<file path="config.mk">
export PLATFORM = sky130hd
export DESIGN_NAME = mux4_scan_ctrl
export DESIGN_NICKNAME = d
export VERILOG_FILES = /design/src/rtl/mux4_scan_ctrl.sv
export SDC_FILE = /design/constraint.sdc
export NUM_CORES = 1
export LEC_CHECK = 0
export BUFFER_PORTS_ARGS = -buffer_cell sky130_fd_sc_hd__buf_2
export CORE_AREA = 2 2 49 51
export CTS_CLUSTER_DIAMETER = 80
export DETAILED_ROUTE_END_ITERATION = 6
export DIE_AREA = 0 0 51 53
export PLACE_DENSITY = 0.76
export SLEW_MARGIN = 20
export SYNTH_ARGS = -nofsm -noshare
export SYNTH_HDL_FRONTEND = slang
export SYNTH_SLANG_ARGS = --single-unit
</file>
<file path="constraint.sdc">
create_clock -name clk -period 5.51 [get_ports clk]
set_input_delay 0.8265 -clock clk [delete_from_list [all_inputs] [get_ports clk]]
set_output_delay 0.8265 -clock clk [all_outputs]
set_load 0.01 [all_outputs]
</file>
<file path="src/rtl/mux4_scan_ctrl.sv">
// mux4_scan_ctrl
//   Round-robin scan controller for a 4:1 single-bit mux. It steps the mux
//   select over the enabled channels, dwelling DWELL cycles on each, samples
//   the mux output on the last cycle of each dwell, and hands the assembled
//   4-bit frame downstream over a valid/ready handshake.
//
//   State table
//     state   | meaning
//     IDLE    | waiting for start with a non-zero en_mask
//     SCAN    | s on current channel, counter running down to the sample cycle
//     HOLD    | frame presented, waiting for frame_ready
//
// Ports
//   clk          rising-edge clock
//   rst_n        synchronous active-low reset
//   start        scan request, honoured only in IDLE
//   en_mask[3:0] per-channel enable, latched when start is accepted
//   y            mux output (i[s])
//   s[1:0]       registered mux select
//   frame[3:0]   captured bits, bit c = y sampled while s == c
//   frame_valid  frame available downstream
//   frame_ready  downstream accepts frame
//   busy         high in SCAN and HOLD
module mux4_scan_ctrl #(
    parameter int unsigned DWELL = 4
) (
    input  logic       clk,
    input  logic       rst_n,
    input  logic       start,
    input  logic [3:0] en_mask,
    input  logic       y,
    output logic [1:0] s,
    output logic [3:0] frame,
    output logic       frame_valid,
    input  logic       frame_ready,
    output logic       busy
);

    typedef enum logic [1:0] {
        ST_IDLE = 2'd0,
        ST_SCAN = 2'd1,
        ST_HOLD = 2'd2
    } state_t;

    localparam logic [7:0] DWELL_M1 = 8'(DWELL - 1);

    state_t     state_q, state_d;
    logic [1:0] s_q, s_d;
    logic [3:0] frame_q, frame_d;
    logic       frame_valid_q, frame_valid_d;
    logic       busy_q, busy_d;
    logic [7:0] cnt_q, cnt_d;
    logic [3:0] mask_q, mask_d;
    logic [3:0] shadow_q, shadow_d;

    logic [3:0] captured;
    logic [2:0] nxt;

    function automatic logic [1:0] lowest_ch(input logic [3:0] m);
        lowest_ch = 2'd0;
        for (int c = 3; c >= 0; c--) begin
            if (m[c]) lowest_ch = 2'(c);
        end
    endfunction

    // {found, channel}: the lowest enabled channel above cur, so disabled
    // channels are skipped without spending any cycles on them.
    function automatic logic [2:0] next_up(input logic [3:0] m, input logic [1:0] cur);
        next_up = 3'b000;
        for (int c = 3; c >= 0; c--) begin
            if (m[c] && (c > int'(cur))) next_up = {1'b1, 2'(c)};
        end
    endfunction

    always_comb begin
        state_d       = state_q;
        s_d           = s_q;
        frame_d       = frame_q;
        frame_valid_d = frame_valid_q;
        busy_d        = busy_q;
        cnt_d         = cnt_q;
        mask_d        = mask_q;
        shadow_d      = shadow_q;
        captured      = shadow_q | ({3'b000, y} << s_q);
        nxt           = next_up(mask_q, s_q);

        case (state_q)
            ST_IDLE: begin
                if (start && (en_mask != 4'b0000)) begin
                    mask_d   = en_mask;
                    shadow_d = 4'b0000;
                    s_d      = lowest_ch(en_mask);
                    cnt_d    = DWELL_M1;
                    busy_d   = 1'b1;
                    state_d  = ST_SCAN;
                end
            end
            ST_SCAN: begin
                if (cnt_q != 8'd0) begin
                    cnt_d = cnt_q - 8'd1;
                end else begin
                    shadow_d = captured;
                    if (nxt[2]) begin
                        s_d   = nxt[1:0];
                        cnt_d = DWELL_M1;
                    end else begin
                        frame_d       = captured;
                        frame_valid_d = 1'b1;
                        state_d       = ST_HOLD;
                    end
                end
            end
            ST_HOLD: begin
                if (frame_ready) begin
                    frame_valid_d = 1'b0;
                    busy_d        = 1'b0;
                    state_d       = ST_IDLE;
                end
            end
            default: begin
                state_d = ST_IDLE;
            end
        endcase
    end

    always_ff @(posedge clk) begin
        if (!rst_n) begin
            state_q       <= ST_IDLE;
            s_q           <= 2'd0;
            frame_q       <= 4'd0;
            frame_valid_q <= 1'b0;
            busy_q        <= 1'b0;
            cnt_q         <= 8'd0;
            mask_q        <= 4'd0;
            shadow_q      <= 4'd0;
        end else begin
            state_q       <= state_d;
            s_q           <= s_d;
            frame_q       <= frame_d;
            frame_valid_q <= frame_valid_d;
            busy_q        <= busy_d;
            cnt_q         <= cnt_d;
            mask_q        <= mask_d;
            shadow_q      <= shadow_d;
        end
    end

    assign s           = s_q;
    assign frame       = frame_q;
    assign frame_valid = frame_valid_q;
    assign busy        = busy_q;

endmodule

</file>
==> impl_results.md, run 1 <==
* Outcome: completed
* Hold-fix buffers, CTS at 0
* Met2 usage at 0.396
* Residual DRC at 0
* Count leader, synth: dfxtp_1
* P_sw at 0.181 mW
* Vias in the first global route at 1017
* Final Hold Violating Endpoints at 0
* EDFF count, synth at 0
* Rel. slew slack at 0.669
* Antenna cell count at 0
* Maximum clock path buffer count at 2
* Reported max-cap violation count at 0
* Fmax achieved at 434 MHz
* Die area at 2700 um^2
* CTS Buf Count at 3
* Reg2reg setup slack at 3.20 ns
* Clk pwr share at 0.174
* RSZ-0062 raised after global routing: false
* Reg clk slew, reported paths at 0.14 ns
* Top FF cell, synth: dfxtp_1
* H-tree Lvls at 1
* Rows at 17
* Die X at 51 um
* Drt wl/cell at 13.5 um
* GR Util met1 at 0.233
* Global-route wire length before repair at 4.26 mm
* Worst Path Max Fanout at 7
* Sequential cell fraction of total power at 0.478
* Dominant cell type by area after synthesis: dfxtp_1
* Net Sw Frac at 0.370
* Largest net degree at the start of global routing at 18
* Yosys top cell area share at 0.432
* Routed Antenna Nets at 0
* Final Core Density at 0.599
* HP Class: register to register
* Net count after synthesis at 146
* CORE AREA at 2150 um^2
* YS warnings at 0
* Total Routed Length at 2.42 mm
* Min Clock Period, post-route at 2.31 ns
* Startpoint types: register
* Crit end category: register
* Worst-margin pin slew at 0.492 ns
* Post-Synthesis Cells at 136
* Initial DRC count at 16
* Register bit total from synthesis at 25
* Reg2reg start: cnt_q[3]$_SDFFE_PN0P_
* Cell Int Power at 0.307 mW
* Period utilization at 0.419
* Top cells by count, synth: dfxtp_1, a21oi_1, nor2_1, inv_1
* Overflow after GRT at 0
* CP required at 5.73 ns
* Clock Tree Root: clkbuf_4
* Setup TNS at 0 ns
* Reg2reg end: cnt_q[6]$_SDFFE_PN0P_
* Setup-failing EPs final at 0
* Async SR Flop Fraction at 0
* Total Routing Usage GR at 0.208
* Synth-to-Final Area Change at 11.0%
* Met3 GRT Util at 0.0282
* Avg Vias per Cell at 5.89
* Antenna violations before repair at 0
* Worst-skew pair later-pin latency at 0.32 ns
* CTS tree: yes
* Initial Utilization at 0.539
* Clk_skew at 0.00119 ns
* Critical path startpoint: cnt_q[3]$_SDFFE_PN0P_
* Ratio of cells with drive above 1 in the final layout at 0.178
* Worst path arrival time at 2.52 ns
* Largest cells by area after synthesis: dfxtp_1, a21oi_1, nor2_1
* Leakage at 0.510 nW
* Post-synthesis average cell area at 8.52 um^2
* Power Density at 379 nW/um^2
* Fin nets at 163
* Final Max Tran Viols at 0
* RD Place Congestion at 0.839
* Worst Reg-to-Reg Cells at 5
* Synthesized area at 1160 um^2
* Peak VDD IR at 204 uV
* Port bufs at 16
* IO Pins at 17
* Post-synthesis sequential area ratio at 0.432
* Post-CTS Setup Inserts at 0
* Via count at 1061
* GR peak layer: met2
* WS Path Type: register to register
* Detailed placer's ending HPWL at 1.86 mm
* Crit path capture: cnt_q[6]$_SDFFE_PN0P_
* TritonRoute pass-1 iters at 4
* Die H at 53 um
* Comb power frac at 0.348
* CTS Sinks at 25
* Synth cell types at 36
* Post_cts resized at 0
## stage by stage
stage | worst slack, ns | power [mW] | hold WS [ns] | area, um^2 | std cells
4_1_cts | 3.20 | 0.488 | 0.495 | 1290 | 180
5_1_grt | 3.05 | 0.523 | 0.528 | 1290 | 180
2_1_floorplan | 3.31 | 0.364 | 0.451 | 1160 | 136
3_5_place_dp | 3.02 | 0.406 | 0.476 | 1260 | 176
6_report | 3.20 | 0.487 | 0.495 | 1290 | 180
3_3_place_gp | 3.08 | 0.399 | 0.461 | 1260 | 176
## cell type report
type	instances	area, um^2
inverter	9	33.8
timing repair buffer	16	80.1
clock buffer	3	22.5
sequential	25	500
clock inverter	1	7.51
fill	193	862
tap	28	35.0
multi-input combinational	98	607
## flip-flops by register name (all words and copies together) (netlist names)
register,flops
state_q,2
s,2
shadow_q,4
cnt_q,8
mask_q,3
frame,4
frame_valid,1
busy,1
## layer usage
layer | part of all wire | routed length, um | vias up
met5 | 0 | 0 | -
met4 | 0.010 | 25 | 0
met3 | 0.034 | 83 | 4
met2 | 0.52 | 1270 | 23
met1 | 0.43 | 1050 | 498
li1 | - | - | 536
## worst min path at each step
stage / start / end / slack [ns] / cells past startpoint
after floorplan: cnt_q[1]$_SDFFE_PN0P_ / cnt_q[1]$_SDFFE_PN0P_ / 0.45 / 2
after global placement: cnt_q[1]$_SDFFE_PN0P_ / cnt_q[1]$_SDFFE_PN0P_ / 0.46 / 2
after detailed placement: cnt_q[2]$_SDFFE_PN0P_ / cnt_q[2]$_SDFFE_PN0P_ / 0.48 / 2
after CTS: cnt_q[2]$_SDFFE_PN0P_ / cnt_q[2]$_SDFFE_PN0P_ / 0.49 / 2
after global routing: cnt_q[1]$_SDFFE_PN0P_ / cnt_q[1]$_SDFFE_PN0P_ / 0.53 / 2
final: cnt_q[1]$_SDFFE_PN0P_ / cnt_q[1]$_SDFFE_PN0P_ / 0.50 / 2
## cells in the final DEF, fill, tap and decap left out, types with 2 or more instances in the layout
| master | netlist | layout |
|---|---|---|
| dfxtp_1 | 25 | 25 |
| nand2_1 | 7 | 7 |
| o21ai_0 | 7 | 7 |
| or3_1 | 5 | 5 |
| or4_1 | 4 | 4 |
| a31oi_1 | 3 | 3 |
| a211oi_1 | 3 | 3 |
| buf_2 | 2 | 16 |
| clkbuf_4 | 0 | 3 |
| a22oi_1 | 2 | 2 |
| nor3_1 | 4 | 4 |
| nand3_1 | 2 | 2 |
| mux2i_1 | 2 | 2 |
| a21oi_1 | 17 | 17 |
| inv_1 | 8 | 8 |
| or4_4 | 2 | 2 |
| nand2b_1 | 3 | 3 |
| or2_2 | 2 | 2 |
| o31ai_1 | 3 | 3 |
| a21o_1 | 2 | 2 |
| nor2_1 | 16 | 16 |
## cell families (layout without fill, tap and decap cells)
family                   Yosys count  after routing  synth area share
AND/OR/NAND/NOR                   49             49             0.227
AO/OA/AOI/OAI                     46             46             0.269
flip-flops                        25             25             0.432
buffers and inverters             13             29            0.0443
multiplexers                       2              2            0.0173
adder cells (fa/ha/maj)            1              1            0.0108
## power groups by stage
stage / sequential (mW) / combinational (mW) / clock [mW]
final: 0.233 / 0.170 / 0.0848
after global routing: 0.238 / 0.193 / 0.0919
after CTS: 0.233 / 0.170 / 0.0858
after detailed placement: 0.237 / 0.169 / 0
after global placement: 0.235 / 0.164 / 0
after floorplan: 0.233 / 0.131 / 0
## worst max-delay path, cell delays in order, from the launching register on
cell,delay [ns]
dfxtp_1,0.38
or4_4,0.59
or4_4,0.52
a221oi_4,0.33
nand2b_1,0.30
a21oi_1,0.08
(Power assumes the default switching activity.)
==> run 2, diff against run 1 <==
--- a/config.mk
+++ b/config.mk
@@ -6,11 +6,11 @@
 export NUM_CORES = 1
 export LEC_CHECK = 0
 export BUFFER_PORTS_ARGS = -buffer_cell sky130_fd_sc_hd__buf_2
-export CORE_AREA = 2 2 49 51
+export CORE_AREA = 2 2 52 54
 export CTS_CLUSTER_DIAMETER = 80
 export DETAILED_ROUTE_END_ITERATION = 6
-export DIE_AREA = 0 0 51 53
-export PLACE_DENSITY = 0.76
+export DIE_AREA = 0 0 54 56
+export PLACE_DENSITY = 0.71
 export SLEW_MARGIN = 20
 export SYNTH_ARGS = -nofsm -noshare
 export SYNTH_HDL_FRONTEND = slang
==> constraint.sdc (replaced) <==
create_clock -name clk -period 2 [get_ports clk]
set_input_delay 0.3 -clock clk [delete_from_list [all_inputs] [get_ports clk]]
set_output_delay 0.3 -clock clk [all_outputs]
set_load 0.01 [all_outputs]
==> run 2 against run 1 <==
Against the previous run: the flow now finishes with violations (negative setup slack); flip-flop and latch count stayed put; non-clock buffer count is 14 higher; cell count is 8.9% higher; critical path type unchanged; critical endpoint is now s[0]$_SDFFE_PN0P_; largest power group is now combinational logic.
==> impl_results.md, run 2 (synthesis gave the netlist of run 1 again) <==
* Layout filler cell count at 230 (+19%)
* Startpoint types: register
* Die X at 54 um (+5.9%)
* Pre-CTS setup slack at -0.126 ns (-3.15 ns)
* Initial Utilization at 0.476 (-0.0630)
* Outcome: finished, violations left
* CORE AREA at 2430 um^2 (+13%)
* Worst path arrival time at 2.29 ns (-0.23 ns)
* Most frequent cells in the layout: dfxtp_1, nor2_1, buf_2
* Reg clk slew, reported paths at 0.15 ns (about the same)
* Largest net degree at the start of global routing at 18 (unchanged)
* Hold Slack at 0.226 ns (-0.269 ns)
* Largest register FFs at 8 (unchanged)
* Die H at 56 um (+5.7%)
* Overflow after GRT at 0 (unchanged)
* Fmax achieved at 485 MHz (+12%)
* Crit end category: register
* Seq. cell area at 505 um^2 (+1.0%)
* Commonest non-fill, non-tap cell in the layout: dfxtp_1
* Setup-failing EPs final at 8 (+8)
* Worst Path Max Fanout at 7 (unchanged)
* Maximum clock path buffer count at 2 (unchanged)
* Initial DRC count at 27 (+11)
* Rel. slew slack at 0.674 (+0.00475)
* CTS Sinks at 25 (unchanged)
* CTS Buf Count at 3 (unchanged)
* Reported max-cap violation count at 0 (unchanged)
* Detailed placer's ending HPWL at 2.09 mm (+13%)
* TritonRoute pass-1 iters at 4 (unchanged)
* IO Pins at 17 (unchanged)
* Rows at 18 (+1)
* Clk_skew at 0.0134 ns (+0.0122 ns)
* Drt wl/cell at 14.8 um (+9.9%)
* Worst-margin pin slew at 0.486 ns (-0.00604 ns)
* H-tree Lvls at 1 (unchanged)
* Die area at 3020 um^2 (+12%)
* Most flops, register: cnt_q
* Power Density at 1070 nW/um^2 (+180%)
* Multi-input logic area at 666 um^2 (+9.7%)
* Leakage at 0.593 nW (+16%)
* Ratio of cells with drive above 1 in the final layout at 0.337 (+0.160)
* Synth-to-Final Area Change at 26.1%
* Residual DRC at 0 (unchanged)
* Placed Instances at 192 (+9.1%)
* Final Max Tran Viols at 0 (unchanged)
* Avg Vias per Cell at 5.81 (-1.5%)
* Final Hold Violating Endpoints at 0 (unchanged)
* Clock Tree Root: clkbuf_4
* Vias in the first global route at 1014 (-0.29%)
* Failing checks: negative setup slack
* Antenna cell count at 0 (unchanged)
* Port bufs at 16 (unchanged)
* Worst-skew pair later-pin latency at 0.32 ns (about the same)
* Period utilization at 1.03 (+0.612)
* HP Class: input pin to register
* Peak VDD IR at 678 uV (+230%)
* Antenna violations before repair at 0 (unchanged)
* Fin nets at 177 (+8.6%)
* Post-Layout Cell Count at 196 (+8.9%)
* CP required at 2.23 ns (-3.50 ns)
* Total power draw at 1.56 mW (+220%)
* Routed Antenna Nets at 0 (unchanged)
* RSZ-0062 raised after global routing: true
* Hold-fix buffers, CTS at 0 (unchanged)
* CTS tree: yes
* Total Routed Length at 2.90 mm (+20%)
* Setup WS post-layout at -0.0601 ns (-3.26 ns)
* Min Clock Period, post-route at 2.06 ns (-0.246 ns)
* RD Place Congestion at 0.879 (+4.7%)
* Total Routing Usage GR at 0.196 (-0.0123)
* Global-route wire length before repair at 4.49 mm (+5.2%)
* WS Path Type: register to register
* Via count at 1138 (+7.3%)
-- run 2: power by group --
part	leakage [nW]	internal, mW	total [mW]	switching [mW]
combinational	0.373	0.335	0.686	0.351
clock	0.0139	0.0763	0.231	0.155
sequential	0.206	0.574	0.645	0.0712
-- run 2: timing repair --
| action | CTS | global route |
|---|---|---|
| setup buffers | 0 | 0 |
| resized for setup | 3 | 15 |
| pin swaps | 3 | 2 |
| endpoints found under the setup margin | 14 | 17 |
| cloned | 0 | 0 |
-- run 2: critical path, cell delays in order (launching register included) --
cell and delay (ns):
dfxtp_1 0.33, inv_1 0.08, ha_2 0.21, nand2b_4 0.07, buf_6 0.13, or4_4 0.50
a221oi_4 0.31, o21ai_1 0.12, o221a_1 0.22
-- run 2: layout make-up --
cell class	instances	area share
clock buffer	3	0.0154
clock inverter	1	0.00514
inverter	9	0.0231
multi-input combinational	98	0.455
sequential	25	0.346
tap	30	0.0257
timing repair buffer	30	0.129
-- run 2: layer usage --
metal | GRT usage | part of all wire | vias to the layer above
met5 | 0 | 0 | -
met4 | 0.0464 | 0.017 | 0
met3 | 0.0430 | 0.037 | 6
met2 | 0.308 | 0.47 | 29
met1 | 0.269 | 0.47 | 540
li1 | - | - | 563
-- run 2: worst paths after layout --
check                                      startpoint                      to  slack [ns]  depth (start not counted)
worst min-delay path                       en_mask[2]  mask_q[2]$_SDFFE_PN0P_        0.23                          3
worst max-delay path            cnt_q[1]$_SDFFE_PN0P_       s[0]$_SDFFE_PN0P_       -0.06                          8
worst min register to register  cnt_q[6]$_SDFFE_PN0P_   cnt_q[6]$_SDFFE_PN0P_        0.50                          2
worst max register to register  cnt_q[1]$_SDFFE_PN0P_       s[0]$_SDFFE_PN0P_       -0.06                          8
-- run 2: stage by stage --
stage	TNS, ns	utilization	cell area [um^2]
6_report	-0.143	0.601	1460
5_1_grt	-0.984	0.601	1460
4_1_cts	-0.218	0.578	1410
3_3_place_gp	-0.523	0.561	1370
2_1_floorplan	-0.576	-	1160
3_5_place_dp	-1.10	0.561	1370
==> run 3, diff against run 2 <==
--- a/config.mk
+++ b/config.mk
@@ -6,11 +6,12 @@
 export NUM_CORES = 1
 export LEC_CHECK = 0
 export BUFFER_PORTS_ARGS = -buffer_cell sky130_fd_sc_hd__buf_2
-export CORE_AREA = 2 2 52 54
+export CORE_AREA = 2 2 51 53
+export CTS_BUF_LIST = sky130_fd_sc_hd__clkbuf_4 sky130_fd_sc_hd__clkbuf_8
 export CTS_CLUSTER_DIAMETER = 80
 export DETAILED_ROUTE_END_ITERATION = 6
-export DIE_AREA = 0 0 54 56
-export PLACE_DENSITY = 0.71
+export DIE_AREA = 0 0 53 55
+export PLACE_DENSITY = 0.73
 export SLEW_MARGIN = 20
 export SYNTH_ARGS = -nofsm -noshare
 export SYNTH_HDL_FRONTEND = slang
==> run 3 against run 2 <==
Against the previous run: the run still ends with negative setup slack left; total power increased by 4.8%; maximum frequency increased by 1.1%; register-to-register slack improved by 0.02 ns; core utilization increased by 3.8 points; critical path type unchanged; highest routed layer unchanged.
==> impl_results.md, run 3 (synthesis gave the netlist of run 1 again) <==
* Outcome: finished, violations left
* Failing checks: negative setup slack
* Power Density at 1080 nW/um^2 (+1.4%)
* TritonRoute pass-1 iters at 4 (unchanged)
* Fmax achieved at 491 MHz (+1.1%)
* Detailed placer's ending HPWL at 1.92 mm (-8.2%)
* Synth-to-Final Area Change at 30.3%
* Min Clock Period, post-route at 2.04 ns (-0.0229 ns)
* DP Area at 1360 um^2 (-0.55%)
* Setup WS post-layout at -0.0372 ns (+0.0229 ns)
* Hold Crit Endpoint: mask_q[3]$_SDFFE_PN0P_
* Most frequent cells in the layout: dfxtp_1, buf_4, nor2_1, buf_2, a21oi_1
* GR peak layer: met2
* Final Core Density at 0.639 (+0.0378)
* Overflow after GRT at 0 (unchanged)
* Leakage at 0.610 nW (+2.8%)
* Drt wl/cell at 15.0 um (+1.7%)
* Antenna violations before repair at 0 (unchanged)
* Worst path cell trace: or4_4, or4_4, a221oi_4, o21ai_1, o221a_1
* Total Routed Length at 3.01 mm (+3.8%)
* CP required at 2.23 ns (about the same)
* Reg clk slew, reported paths at 0.15 ns (about the same)
* CP dominant cell by count: or4_4
* Final Hold Violating Endpoints at 0 (unchanged)
* Rel. slew slack at 0.679 (+0.00487)
* Global-route wire length before repair at 4.72 mm (+5.2%)
* Worst-skew pair later-pin latency at 0.33 ns (about the same)
* Startpoint types: register
* Routed Antenna Nets at 0 (unchanged)
* Post-Layout Cell Count at 200 (+2.0%)
* IO Pins at 17 (unchanged)
* Setup-failing EPs final at 8 (unchanged)
* Maximum clock path buffer count at 2 (unchanged)
* GR Util met1 at 0.265 (-0.00354)
* Worst path arrival time at 2.27 ns (-0.02 ns)
* Initial Utilization at 0.490 (+0.0136)
* Peak VDD IR at 774 uV (+14%)
* Reg2reg start: cnt_q[3]$_SDFFE_PN0P_
* Die area at 2920 um^2 (-3.6%)
* Met2 usage at 0.388 (+0.0791)
* Layout filler cell count at 215 (-6.5%)
* Clk_skew at 0.0129 ns (-0.000552 ns)
* Setup TNS at -0.103 ns (+0.0400 ns)
* Design area at 1510 um^2 (+3.3%)
* Slowest library cell on the worst path: or4_4
* WS Path Type: register to register
* Critical path's largest stage delay at 0.54 ns (+0.04 ns)
* Period utilization at 1.02 (-0.0115)
* Die H at 55 um (-1.8%)
* Total power draw at 1.64 mW (+4.8%)
* Placed Instances at 191 (-0.52%)
* Fin nets at 181 (+2.3%)
* Reg2reg end: s[0]$_SDFFE_PN0P_
* Largest net degree at the start of global routing at 18 (unchanged)
* CTS tree: yes
* Clock Tree Root: clkbuf_4
* RSZ-0062 raised after global routing: true
* Crit path buf inv count at 0 (-2)
* Rows at 18 (unchanged)
* Most flops, register: cnt_q
* Vias in the first global route at 1085 (+7.0%)
* Pre-CTS setup slack at -0.152 ns (-0.0267 ns)
* CORE AREA at 2360 um^2 (-2.8%)
* Residual DRC at 0 (unchanged)
* Hold wc startpoint: en_mask[3]
* Largest register FFs at 8 (unchanged)
* Reported max-cap violation count at 0 (unchanged)
* Hold-fix buffers, CTS at 0 (unchanged)
* H-tree Lvls at 1 (unchanged)
* HP Class: input pin to register
* Reg2reg setup slack at -0.04 ns (+0.02 ns)
* CTS Buf Count at 3 (unchanged)
* Antenna cell count at 0 (unchanged)
* Crit end category: register
* Initial DRC count at 31 (+15%)
* Port bufs at 16 (unchanged)
* Final Max Tran Viols at 0 (unchanged)
* Hold Slack at 0.219 ns (-0.00749 ns)
* Avg Vias per Cell at 5.99 (+3.1%)
* Hold path depth at 3 (unchanged)
* Die X at 53 um (-1.9%)
* Ratio of cells with drive above 1 in the final layout at 0.371 (+0.0332)
* Total Routing Usage GR at 0.222 (+0.0263)
* RD Place Congestion at 0.845 (-3.8%)
* CTS Sinks at 25 (unchanged)
* Worst Reg-to-Reg Cells at 5 (-3)
* Via count at 1197 (+5.2%)
* Top delay family on crit path: simple AND/OR/NAND/NOR gates
* Worst-margin pin slew at 0.479 ns (-0.00725 ns)
* Worst Path Max Fanout at 3 (-4)
* Met3 GRT Util at 0.0376 (-0.00538)
* Commonest non-fill, non-tap cell in the layout: dfxtp_1
run 3: worst max path at each step:
stage / from / end / cells after the start
after global placement: cnt_q[3]$_SDFFE_PN0P_ / cnt_q[7]$_SDFFE_PN0P_ / 5
after global routing: cnt_q[3]$_SDFFE_PN0P_ / s[0]$_SDFFE_PN0P_ / 5
after floorplan: cnt_q[3]$_SDFFE_PN0P_ / s[0]$_SDFFE_PN0P_ / 5
after CTS: cnt_q[3]$_SDFFE_PN0P_ / s[0]$_SDFFE_PN0P_ / 5
final: cnt_q[3]$_SDFFE_PN0P_ / s[0]$_SDFFE_PN0P_ / 5
after detailed placement: cnt_q[3]$_SDFFE_PN0P_ / cnt_q[1]$_SDFFE_PN0P_ / 6
run 3: worst min-delay path: cells and delay by family:
kind	cells	cell delay [ns]
buffers and inverters	1	0.12
AND/OR/NAND/NOR	1	0.05
AO/OA/AOI/OAI	1	0.05
run 3: layout make-up:
cell class / instances / area (um^2) / area share
clock inverter: 1 / 7.51 / 0.00497
multi-input combinational: 99 / 698 / 0.462
inverter: 9 / 33.8 / 0.0224
tap: 30 / 37.5 / 0.0249
timing repair buffer: 33 / 208 / 0.138
sequential: 25 / 503 / 0.333
clock buffer: 3 / 22.5 / 0.0149
run 3: power by group:
| group | internal [mW] | switching [mW] | total [mW] |
|---|---|---|---|
| logic | 0.369 | 0.383 | 0.752 |
| clock network | 0.0767 | 0.161 | 0.238 |
| registers | 0.573 | 0.0739 | 0.646 |
run 3: routing by layer:
layer  share of wire  up-vias  routed length [um]
met5               0        -                   0
met1            0.45      575                1340
met3           0.050        9                 149
met2            0.48       34                1460
li1                -      579                   -
met4           0.019        0                  58
run 3: repair_timing:
item,CTS,global route
setup buffers,4,0
gates resized for setup,11,11
hold endpoints to repair,0,0
gates cloned,1,0
pin swaps,4,3
setup endpoints to repair,17,15
